==> config.mk <==
export PLATFORM = sky130hd
export DESIGN_NAME = fifo_uart_tx
export DESIGN_NICKNAME = d
export VERILOG_FILES = /design/src/rtl/fifo_uart_tx_pkg.sv /design/src/rtl/fifo_uart_tx_baud_cnt.sv /design/src/rtl/fifo_uart_tx.sv
export SDC_FILE = /design/constraint.sdc
export NUM_CORES = 1
export LEC_CHECK = 0
export ABC_AREA = 1
export CORE_MARGIN = 3
export CORE_UTILIZATION = 47
export CTS_BUF_LIST = sky130_fd_sc_hd__clkbuf_16
export DETAILED_ROUTE_END_ITERATION = 10
export GPL_TIMING_DRIVEN = 1
export PLACE_DENSITY = 0.77
export SLEW_MARGIN = 15
export SYNTH_ARGS = -nofsm -noshare
export SYNTH_HDL_FRONTEND = slang
export SYNTH_HIERARCHICAL = 1
export SYNTH_SLANG_ARGS = --single-unit
export TNS_END_PERCENT = 30
==> constraint.sdc <==
create_clock -name clk -period 3.3 [get_ports clk]
set_input_delay 0.33 -clock clk [delete_from_list [all_inputs] [get_ports clk]]
set_output_delay 0.33 -clock clk [all_outputs]
set_load 0.02 [all_outputs]
==> src/rtl/fifo_uart_tx_pkg.sv <==
// Shared definitions for the FIFO-fed UART transmitter (and a future receiver).
// State encodings and the serial line levels for idle, start and stop.
package fifo_uart_tx_pkg;

  typedef enum logic [2:0] {
    ST_IDLE   = 3'd0,
    ST_POP    = 3'd1,
    ST_FETCH  = 3'd2,
    ST_START  = 3'd3,
    ST_DATA   = 3'd4,
    ST_PARITY = 3'd5,
    ST_STOP   = 3'd6
  } state_t;

  localparam logic LINE_IDLE  = 1'b1;
  localparam logic LINE_START = 1'b0;
  localparam logic LINE_STOP  = 1'b1;

endpackage

==> src/rtl/fifo_uart_tx_baud_cnt.sv <==
// Bit-period counter: counts while enabled, wraps at CLKS_PER_BIT-1 and
// flags the last clock of each serial bit.
module baud_cnt #(
  parameter int CLKS_PER_BIT = 16,
  localparam int CW = (CLKS_PER_BIT > 1) ? $clog2(CLKS_PER_BIT) : 1
) (
  input  logic clk,
  input  logic reset,
  input  logic en,
  input  logic clr,
  output logic bit_end
);

  localparam logic [CW-1:0] LAST = CW'(CLKS_PER_BIT - 1);

  logic [CW-1:0] cnt;

  always_ff @(posedge clk or negedge reset) begin
    if (!reset)       cnt <= '0;
    else if (clr)     cnt <= '0;
    else if (en)      cnt <= bit_end ? '0 : cnt + 1'b1;
  end

  assign bit_end = en && (cnt == LAST);

endmodule

==> src/rtl/fifo_uart_tx.sv <==
// Drains a byte FIFO one entry at a time and serialises each entry as an
// async UART frame: start, DATA_W bits LSB-first, optional even parity, stop.
module fifo_uart_tx #(
  parameter int CLKS_PER_BIT = 16,
  parameter int DATA_W       = 8,
  parameter int PARITY_EN    = 0
) (
  input  logic              clk,
  input  logic              reset,
  input  logic              fifo_empty,
  input  logic [DATA_W-1:0] data_in,
  output logic              pop,
  output logic              tx,
  output logic              busy,
  output logic              frame_done
);
  import fifo_uart_tx_pkg::*;

  localparam int BW = (DATA_W > 1) ? $clog2(DATA_W) : 1;
  localparam logic [BW-1:0] LAST_BIT = BW'(DATA_W - 1);

  state_t            state;
  logic [DATA_W-1:0] shreg;
  logic              par;
  logic [BW-1:0]     bitcnt;
  logic              bit_end;
  logic              in_frame;

  assign in_frame = (state == ST_START) || (state == ST_DATA) ||
                    (state == ST_PARITY) || (state == ST_STOP);

  // Counter is held at zero outside the frame so START always gets a full bit.
  baud_cnt #(.CLKS_PER_BIT(CLKS_PER_BIT)) u_baud (
    .clk     (clk),
    .reset   (reset),
    .en      (in_frame),
    .clr     (!in_frame),
    .bit_end (bit_end)
  );

  assign pop        = (state == ST_POP);
  assign busy       = (state != ST_IDLE);
  assign frame_done = (state == ST_STOP) && bit_end;

  always_ff @(posedge clk or negedge reset) begin
    if (!reset) begin
      state  <= ST_IDLE;
      shreg  <= '0;
      par    <= 1'b0;
      bitcnt <= '0;
      tx     <= LINE_IDLE;
    end else begin
      case (state)
        ST_IDLE:  if (!fifo_empty) state <= ST_POP;
        ST_POP:   state <= ST_FETCH;
        ST_FETCH: begin
          // FIFO output is valid this cycle, one clock after the pop strobe.
          shreg  <= data_in;
          par    <= ^data_in;
          bitcnt <= '0;
          tx     <= LINE_START;
          state  <= ST_START;
        end
        ST_START: if (bit_end) begin
          tx    <= shreg[0];
          state <= ST_DATA;
        end
        ST_DATA: if (bit_end) begin
          shreg <= shreg >> 1;
          if (bitcnt == LAST_BIT) begin
            if (PARITY_EN != 0) begin
              tx    <= par;
              state <= ST_PARITY;
            end else begin
              tx    <= LINE_STOP;
              state <= ST_STOP;
            end
          end else begin
            bitcnt <= bitcnt + 1'b1;
            tx     <= shreg[1];
          end
        end
        ST_PARITY: if (bit_end) begin
          tx    <= LINE_STOP;
          state <= ST_STOP;
        end
        ST_STOP: if (bit_end) state <= ST_IDLE;
        default: begin
          tx    <= LINE_IDLE;
          state <= ST_IDLE;
        end
      endcase
    end
  end

endmodule

# --- After elaboration in Yosys (flattened, before gate mapping) ---
# Index checks and enable logic that the tools add are counted.
word_totals:
  n_memories: 0
  mem_bits_ro: 0
  output_inout_bits: 4
  ram_bits: 0
  regBits: 19
  latch_bits: 0
op_classes:
  mul: 0
  bitwise: 1
  addsub: 2
  magnitude_cmp: 0
  mux: 19
  reduce_logical: 13
  eq_ne: 15
  shift: 0
  div_mod_pow: 0
op_table:
  columns: ["op", "count"]
  rows:
  - ["$mux W3", 8]
  - ["$pmux W3 S7", 1]
  - ["$pmux W8 S2", 1]
  - ["$eq A3 B3 Y1 const B", 4]
  - ["$ne A2 B2 Y1 const B", 6]
  - ["$mux W4", 2]
  - ["$mux W8", 1]
  - ["$eq A3 B2 Y1 const B", 2]
  - ["$pmux W3 S2", 1]
  - ["$reduce_and A6 Y1", 1]
  - ["$pmux W1 S5", 1]
  - ["$add A4 B1 Y4 const B", 1]
  - ["$eq A4 B4 Y1 const B", 1]
  - ["$mux W1", 4]
  - ["$reduce_and A4 Y1", 1]
  - ["$add A3 B1 Y3 const B", 1]
  - ["$eq A3 B1 Y1 const B", 1]
  - ["$logic_not A3 Y1", 1]
  - ["$logic_or A1 B1 Y1", 3]
  - ["$reduce_and A3 Y1", 1]
  - ["$reduce_bool A3 Y1", 1]
  - ["$reduce_or A3 Y1", 1]
  - ["$logic_and A1 B1 Y1", 2]
  - ["$ne A2 B1 Y1 const B", 1]
  - ["other kinds (3)", 3]

# --- Logic depth before layout (Yosys ltp) ---
# Gate-level depths: netlist of run 1.
depth:
  word_depth: 7
  mapped_depth: 12
  mapped_depth_nobuf: 11

# --- Hierarchy ---
# Netlist of run 1, hierarchy kept.
modules_own_cells:
  columns: ["module", "cells_per_inst", "seq_area_each_um2", "instances", "area_per_inst_um2"]
  rows:
  - ["fifo_uart_tx", 133, 376.6, 1, 962.2]
  - ["baud_cnt", 30, 100.1, 1, 224.0]

# --- Least setup slack after synthesis of run 1 ---
# OpenSTA, ideal clock, no wires.
synth_path:
  path_type: "reg2out"
  start: "reg state[2]"
  end: "out frame_done"
  path_stages_with_launch: 9
  t_required_ns: 2.970
  setup_slack_ns: 1.418
  arrival_time_ns: 1.552
  path_buffers: 1
  path_cell_list: "dfrtp_1 -> buf_4 -> inv_2 -> nand3_1 -> nand3_2 -> nand2_1 -> nor2_4 -> inv_1 -> nor2_1"
synth_between:
  elab_chain_len: 6
synth_rtl:
  columns: ["item", "line_no", "text"]
  rows:
  - ["from (decl)", "fifo_uart_tx.sv:22", "state_t state;"]
  - ["from (signal assigned)", "fifo_uart_tx.sv:47", "state <= ST_IDLE;"]
  - ["from (signal assigned)", "fifo_uart_tx.sv:54", "ST_IDLE: if (!fifo_empty) state <= ST_POP;"]
  - ["from (signal assigned)", "fifo_uart_tx.sv:55", "ST_POP: state <= ST_FETCH;"]
  - ["$eq A3 B2 Y1 / $eq A3 B3 Y1 (equally long branches)", "fifo_uart_tx.sv:29", "assign in_frame = (state == ST_START) || (state == ST_DATA) ||"]
  - ["$logic_or A1 B1 Y1 (2 in series)", "fifo_uart_tx.sv:29", null]
  - ["$logic_or A1 B1 Y1 (*)", "fifo_uart_tx.sv:30", "(state == ST_PARITY) || (state == ST_STOP);"]
  - ["net in_frame", "fifo_uart_tx.sv:27", "logic in_frame;"]
  - ["$logic_and A1 B1 Y1 (*)", "fifo_uart_tx_baud_cnt.sv:24", "assign bit_end = en && (cnt == LAST);"]
  - ["net bit_end", "fifo_uart_tx.sv:26", "logic bit_end;"]
  - ["$logic_and A1 B1 Y1 (*)", "fifo_uart_tx.sv:43", "assign frame_done = (state == ST_STOP) && bit_end;"]
  - ["to (decl)", "fifo_uart_tx.sv:15", "output logic frame_done"]
# The timed path passes the listed nets; every way through them passes the cells marked *.

# --- Worst setup path in the final report of run 1 ---
# Same ends and word-level chain as after synthesis.

==> metrics.cfg, run 1 <==
[outcome]
status = complete, no violations

[placed_design]
dp_hpwl_um = 1733
placed_area_um2 = 1319
port_buffers = 14
dp_cells = 200
gp_congestion = 0.8337

[timing]
timing.hold.ws_ps = 471.2
rsz0062_at_grt = false
finClkSkew_ps = 3.419
finalHoldViolCount = 0
period_share_pct = 83.63
tightest_slew_ps = 830.3
final-setup-viol-count = 0
fin_setup_tns_ps = 0
max_freq_mhz = 362.3
slew_headroom_pct = 44.47
slew_viol_final = 0
layout_min_cycle_time_ps = 2760

[setup_path]
reg2reg_to = bitcnt[2]$_DFFE_PN0P_
crit_arrival_ps = 2430
r2r_slack_ps = 1050
worstSetupPathType = flip-flop to primary output
reg2reg_depth = 10
reg2reg_from = state[2]$_DFFE_PN0P_
cp-start-kind = flip-flop
end_kind = primary output
cp_max_fo = 11
crit_required_ps = 2970

[routing]
ant_nets = 0
dr.pass1.iters = 4
dr_total_vias = 1079
drc = 0
vias_per_cell = 5.289
dr.first_iter.drc_count = 33
wl_per_cell_um = 11.11
totalWireLength_um = 2266

[final_layout]
fin_nets = 191
finalInstanceArea_um2 = 1398
fin_cells = 204
drive_gt1_share_pct = 8.523
area_delta_synth_final_pct = 17.83
antennaDiodeCount = 0
num-fill-cells = 199

[global_route]
antenna_found_initial = 0
grt_pass1_vias = 919
grt.overflow.total = 0
grt.total_usage_pct = 14.96
grt_max_degree = 20
grt_pass1_wl_um = 3705

[cts]
cts_resized = 0
cts-root-buf = clkbuf_16
insertion_delay_ps = 250
max-clock-path-buffers = 2
postCtsSetupRepairBufs = 0
cts_tree = yes
ctsHtreeMaxLevel = 1
clk_pin_slew_ps = 50
cts.sinks = 19
cts_buffers = 3
cts_hold_buf = 0

[floorplan]
die_area_um2 = 3162
die_y_um = 56.24
num_rows = 17
chipWidth_um = 56.24
core_um2 = 2297
ios = 15
start_util_pct = 51.63

[synthesis]
synth.distinct_cells = 22
synth.cell_area_um2 = 1186
ys_warn_count = 6
synthCells = 163
ys_ff_latch = 19
synth_fp_nets = 177
postSynthAreaPerCell_um2 = 7.277
ys_seq_area_share_pct = 40.19

[worst_hold_path]
min_path_cells = 2
hold_class = flip-flop to flip-flop
min_from = tx$_DFFE_PN1P_
hold-path-endpoint = tx$_DFFE_PN1P_

[power_and_ir_drop]
cellPowerDensity_nw_per_um2 = 848.0
ir_drop_mv = 0.5540
total_power_mw = 1.185
p_leak_nw = 0.7516

[flow_run]
maxCapViolations = 0

[state kept, by name, summed over array words and instances (netlist names)]
| signal | cells |
|---|---|
| state | 3 |
| u_baud/cnt | 4 |
| bitcnt | 3 |
| shreg | 8 |
| tx | 1 |
[cell usage after synthesis]
master / count / area share [%]
a21oi_1: 2 / 0.84
buf_2: 1 / 0.42
buf_4: 2 / 1.3
buf_6: 2 / 1.9
dfrtp_1: 18 / 38
dfstp_2: 1 / 2.2
ha_1: 3 / 3.2
inv_1: 21 / 6.6
inv_2: 1 / 0.32
nand2_1: 60 / 19
nand2_2: 2 / 1.1
nand2_4: 1 / 0.95
nand3_1: 16 / 6.8
nand3_2: 1 / 0.84
nand4_1: 5 / 2.6
nor2_1: 8 / 2.5
nor2_4: 1 / 0.95
nor2_8: 1 / 1.7
o21ai_0: 13 / 5.5
o21ai_2: 2 / 1.5
o21ai_4: 1 / 1.4
or2_2: 1 / 0.53
[power breakdown]
group / total [mW] / switching (mW) / internal (mW)
sequential: 0.403 / 0.0843 / 0.318
combinational: 0.541 / 0.340 / 0.201
clock: 0.242 / 0.0810 / 0.161
[area by class of cell]
class	instances	area, um2	share of cell area (%)
clock buffers	3	75.07	5.372
clock inverters	1	3.754	0.2686
flip-flops and latches	19	476.7	34.11
well taps	28	35.03	2.507
repair buffers	14	140.1	10.03
inverters	22	82.58	5.909
multi-input cells	117	584.3	41.81
[cells in the final DEF, fill, tap and decap left out]
master	n
nand2_1	60
inv_1	22
dfrtp_1	18
nand3_1	16
clkdlybuf4s50_1	14
o21ai_0	13
nor2_1	8
nand4_1	5
ha_1	3
clkbuf_16	3
nand2_2	2
o21ai_2	2
a21oi_1	2
nor2_8	1
inv_2	1
nand3_2	1
nand2_4	1
o21ai_4	1
or2_2	1
dfstp_2	1
nor2_4	1
[worst max-delay path, stage by stage (launching register included)]
cell,delay [ps]
dfrtp_1,520
inv_2,180
nand3_1,160
nand3_2,200
nand2_1,100
nor2_4,120
inv_1,160
nor2_1,130
clkdlybuf4s50_1,610
[kinds of logic (layout without fill, tap and decap cells)]
family,Yosys count,in the layout,synth area share [%]
compound gates,18,18,9.178
fa+ha+maj,3,3,3.165
buf+inv,27,40,10.55
flops,19,19,40.19
simple gates,96,96,36.92
[metrics by stage]
stage	worst slack (ps)	utilization [%]
6_report	540.2	60.84
5_1_grt	375.9	60.84
4_1_cts	540.7	60.84
3_5_place_dp	815.9	57.41
3_3_place_gp	914.7	57.41
2_1_floorplan	1418	-
[how the worst max path moves through the flow]
stage	slack [ps]	cells past startpoint	startpoint	end
finish	540	8	state[2]$_DFFE_PN0P_	frame_done
global route	380	8	state[2]$_DFFE_PN0P_	frame_done
detailed placement	820	8	state[2]$_DFFE_PN0P_	frame_done
CTS	540	8	state[2]$_DFFE_PN0P_	frame_done
floorplan	1420	8	state[2]$_DFFE_PN0P_	frame_done
global placement	910	8	state[2]$_DFFE_PN0P_	frame_done
[layer usage]
layer | GRT usage [%] | share of wire [%]
met1 | 17.66 | 45
met2 | 23.71 | 46
met3 | 4.176 | 5.7
met4 | 9.492 | 3.4
met5 | 0 | 0
Note: power is estimated with default switching activity, not from simulation.
==> run 2: changes to the inputs <==
Clock period 3.3 ns to 2.6 ns, I/O delays scaled along.
==> metrics.cfg, run 2 (same netlist as run 1, synthesis figures left out) <==
[flow_run]
maxCapViolations = 0

[worst_hold_path]
hold_class = flip-flop to flip-flop
min_from = tx$_DFFE_PN1P_

[global_route]
antenna_found_initial = 0
grt.total_usage_pct = 16.48
grt.overflow.total = 0
grt_pass1_wl_um = 4084
grt_max_degree = 20
grt_pass1_vias = 981

[floorplan]
num_rows = 17
start_util_pct = 51.63
core_um2 = 2297
die_y_um = 56.24
ios = 15
die_area_um2 = 3162
chipWidth_um = 56.24

[cts]
clk_pin_slew_ps = 50
cts.sinks = 19
cts_tree = yes
postCtsSetupRepairBufs = 0
cts_hold_buf = 0
insertion_delay_ps = 250
cts_buffers = 3
max-clock-path-buffers = 2
cts-root-buf = clkbuf_16
ctsHtreeMaxLevel = 1

[final_layout]
regMostFlops = shreg
num-fill-cells = 199
final_common_cell = nand2_1
fin_cells = 207
finalInstanceArea_um2 = 1420
final_cell_mix = 60 x nand2_1, 22 x inv_1, 17 x dfrtp_1, 16 x nand3_1
largest_reg_flops = 8
antennaDiodeCount = 0
fin_nets = 194
reg_top3 = shreg (8), u_baud/cnt (4)
area_delta_synth_final_pct = 19.73
drive_gt1_share_pct = 10.61

[timing]
tightest_slew_ps = 853.6
fin_setup_tns_ps = 0
final-setup-viol-count = 0
slew_viol_final = 0
finalHoldViolCount = 0
period_share_pct = 90.91
layout_min_cycle_time_ps = 2364
setup_slack_ps = 236.5
slew_headroom_pct = 42.92
max_freq_mhz = 423.1
finClkSkew_ps = 2.141
rsz0062_at_grt = false

[setup_path]
cp-start-kind = flip-flop
end_kind = primary output
crit_required_ps = 2340
crit_family = simple AND/OR/NAND/NOR gates
cp_slowest_cell = dfrtp_2
r2r_slack_ps = 460
crit_arrival_ps = 2100
worstSetupPathType = flip-flop to primary output
reg2reg_depth = 10
reg2reg_to = bitcnt[1]$_DFFE_PN0P_
crit_buf_inv = 3
path_depth = 8
cpPeakStageDelay_ps = 490
crit_path_end = frame_done
reg2reg_from = state[2]$_DFFE_PN0P_
startpoint = state[2]$_DFFE_PN0P_
cp_max_fo = 11
crit_chain = inv_2, nand3_1, nand3_2, nand2_1, nor2_4, inv_1, nor2_1, dlygate4sd2_1

[routing]
dr.pass1.iters = 4
dr_total_vias = 1069
drc = 0
vias_per_cell = 5.164
ant_nets = 0
totalWireLength_um = 2395
wl_per_cell_um = 11.57
dr.first_iter.drc_count = 45

[placed_design]
placed_area_um2 = 1341
gp_congestion = 0.8219
dp_hpwl_um = 1769
dp_cells = 203
port_buffers = 14
place_ws_ps = 182.0

[power_and_ir_drop]
p_int_mw = 0.8935
pwr-share-comb_pct = 49.2
p_seq_share_pct = 31.0
cellPowerDensity_nw_per_um2 = 1090
net-switching-power_mw = 0.6542
swShare_pct = 42.27
clkPwrFrac_pct = 19.8
ir_drop_mv = 0.6638
p_leak_nw = 0.7703
total_power_mw = 1.548

[outcome]
status = complete, no violations

run 2: cell types whose count changed in the layout (fill, tap and decap cells not counted), sizes merged:
cell / change
dlygate4sd2: +1
clkdlybuf4s50: -1
buf: +3
run 2: how the worst min path moves through the flow:
stage | end | cells after the start | slack [ps]
after floorplan | bitcnt[0]$_DFFE_PN0P_ | 0 | -40
after global placement | tx$_DFFE_PN1P_ | 2 | 460
after detailed placement | tx$_DFFE_PN1P_ | 2 | 460
after CTS | tx$_DFFE_PN1P_ | 2 | 470
after global routing | tx$_DFFE_PN1P_ | 2 | 520
final | tx$_DFFE_PN1P_ | 2 | 470
run 2: through the flow:
step                utilization (%)  hold slack [ps]
CTS                           61.82            470.8
floorplan                         -           -35.59
finish                        61.82            466.1
detailed placement            58.39            463.1
global route                  61.82            516.1
global placement              58.39            456.7
run 2: layout make-up:
cell class                 count  area, um2  share of cell area, %
tap                           28      35.03                  2.467
clock buffer                   3      75.07                  5.286
clock inverter                 1      3.754                 0.2643
sequential                    19      478.0                  33.66
timing repair buffer          17      161.4                  11.37
multi-input combinational    117      584.3                  41.15
inverter                      22      82.58                  5.815
run 2: timing repair:
item / 4_1_cts / 5_1_grt
endpoints found under the hold margin: 0 / 0
setup endpoints to repair: 1 / 0
resized for setup: 2 / 0
run 2: routing by layer:
metal  vias to the layer above  GRT usage [%]  wire length (um)
li1                        552              -                 -
met2                        34          28.55              1161
met5                         -              0                 0
met4                         0          8.136                48
met3                         5          3.248               136
met1                       478          19.16              1050
run 2: power by group through the flow:
| stage | logic, mW | registers, mW | clock network [mW] |
|---|---|---|---|
| 6_report | 0.762 | 0.479 | 0.307 |
| 5_1_grt | 0.854 | 0.493 | 0.330 |
| 4_1_cts | 0.765 | 0.477 | 0.314 |
| 3_5_place_dp | 0.759 | 0.479 | 0 |
| 3_3_place_gp | 0.735 | 0.474 | 0 |
| 2_1_floorplan | 0.614 | 0.452 | 0 |
run 2: worst register-to-register path, stage by stage, from the launching register on:
cell,delay [ps]
dfrtp_2,490
inv_2,140
nand3_1,160
nand3_2,190
nand2_1,110
nor2_4,120
inv_1,160
o21ai_4,380
nand2_1,160
nand2_1,90
nand2_1,50
==> run 3: changes to the inputs <==
Settings changed: CORE_MARGIN 3 to unset, CORE_UTILIZATION 47 to 54.
==> metrics.cfg, run 3 (same netlist as run 1, synthesis figures left out) <==
[routing]
wl_per_cell_um = 11.52
dr.pass1.iters = 4
totalWireLength_um = 2362
vias_per_cell = 5.220
dr_total_vias = 1070
drc = 0
dr.first_iter.drc_count = 29
ant_nets = 0

[worst_hold_path]
min_path_cells = 2
hold_class = flip-flop to flip-flop

[timing]
final-setup-viol-count = 0
tightest_slew_ps = 861.2
finalHoldViolCount = 0
slew_viol_final = 0
finClkSkew_ps = 2.787
fin_setup_tns_ps = 0
rsz0062_at_grt = false
slew_headroom_pct = 42.40
period_share_pct = 85.59
layout_min_cycle_time_ps = 2225
max_freq_mhz = 449.4
timing.hold.ws_ps = 472.5

[cts]
max-clock-path-buffers = 2
ctsHtreeMaxLevel = 1
cts.sinks = 19
insertion_delay_ps = 250
cts-root-buf = clkbuf_16
clk_pin_slew_ps = 50
cts_buffers = 3
cts_hold_buf = 0
cts_tree = yes

[global_route]
grt_max_degree = 20
grt_pass1_vias = 1018
grt.overflow.total = 0
antenna_found_initial = 0
grt.total_usage_pct = 22.85
grt_pass1_wl_um = 4229

[floorplan]
ios = 15
chipWidth_um = 48.87
num_rows = 16
die_y_um = 48.87
start_util_pct = 58.66
core_um2 = 2022
die_area_um2 = 2388

[placed_design]
dp_hpwl_um = 1690
gp_congestion = 0.9277
port_buffers = 14

[final_layout]
reg_top3 = shreg (8), u_baud/cnt (4)
final_cell_mix = 60 x nand2_1, 22 x inv_1, 16 x nand3_1, 16 x dfrtp_1
drive_gt1_share_pct = 10.67
fin_nets = 193
multi_input_area_um2 = 584.3
seq_area_um2 = 479.2
antennaDiodeCount = 0
num-fill-cells = 171
regMostFlops = shreg
final_common_cell = nand2_1
area_delta_synth_final_pct = 19.41
final_core_util_pct = 70.05
largest_reg_flops = 8

[setup_path]
reg2reg_depth = 11
crit_required_ps = 2740
worstSetupPathType = flip-flop to flip-flop
cp-start-kind = flip-flop
crit_arrival_ps = 2360
end_kind = flip-flop
cp_max_fo = 16

[flow_run]
maxCapViolations = 0

[power_and_ir_drop]
total_power_mw = 1.525
p_leak_nw = 0.7769
cellPowerDensity_nw_per_um2 = 1077
ir_drop_mv = 0.6851

[outcome]
status = complete, no violations

## run 3: worst max-delay path, stage by stage (launching register included)
cell and delay, ps:
dfrtp_2 490, inv_2 150, nand3_1 160, nand3_2 190
nand2_1 110, nor2_4 120, inv_1 60, buf_4 160
o21ai_4 370, nand2_1 170, nand2_1 90, nand2_1 50
## run 3: power by group
group          total [mW]  internal, mW  switching (mW)
logic               0.721         0.266           0.455
clock network       0.311         0.204           0.107
registers           0.492         0.407          0.0854
## run 3: metrics by stage
step,cells,setup WS [ps],area (um2)
finish,205,374.6,1416
global placement,201,374.4,1333
global route,205,180.6,1416
CTS,205,63.26,1411
detailed placement,201,334.0,1333
floorplan,163,788.0,1186
## run 3: area by class of cell
cell class / instances / area share [%]
Tap cell: 27 / 2.385
Inverter: 22 / 5.830
Sequential cell: 19 / 33.83
Timing Repair Buffer: 16 / 11.13
Multi-Input combinational cell: 117 / 41.25
Clock inverter: 1 / 0.2650
Clock buffer: 3 / 5.300
## run 3: final timing paths
check                                      from                    end  slack, ps
max                        state[2]$_DFFE_PN0P_  bitcnt[2]$_DFFE_PN0P_        370
min                              tx$_DFFE_PN1P_         tx$_DFFE_PN1P_        470
max reg2reg                state[2]$_DFFE_PN0P_  bitcnt[2]$_DFFE_PN0P_        370
min reg2reg                      tx$_DFFE_PN1P_         tx$_DFFE_PN1P_        470
max in group asynchronous                 reset   state[2]$_DFFE_PN0P_       1510
min in group asynchronous                 reset   state[0]$_DFFE_PN0P_        500
## run 3: routing by layer
layer / track usage [%] / part of all wire (%)
met1: 28.51 / 44
met2: 40.05 / 49
met3: 2.804 / 5.8
met4: 8.824 / 1.4
met5: 0 / 0
## run 3: repair_timing
action,in CTS,in global routing
setup endpoints to repair,0,1
setup buffers,0,0
resized for setup,0,3
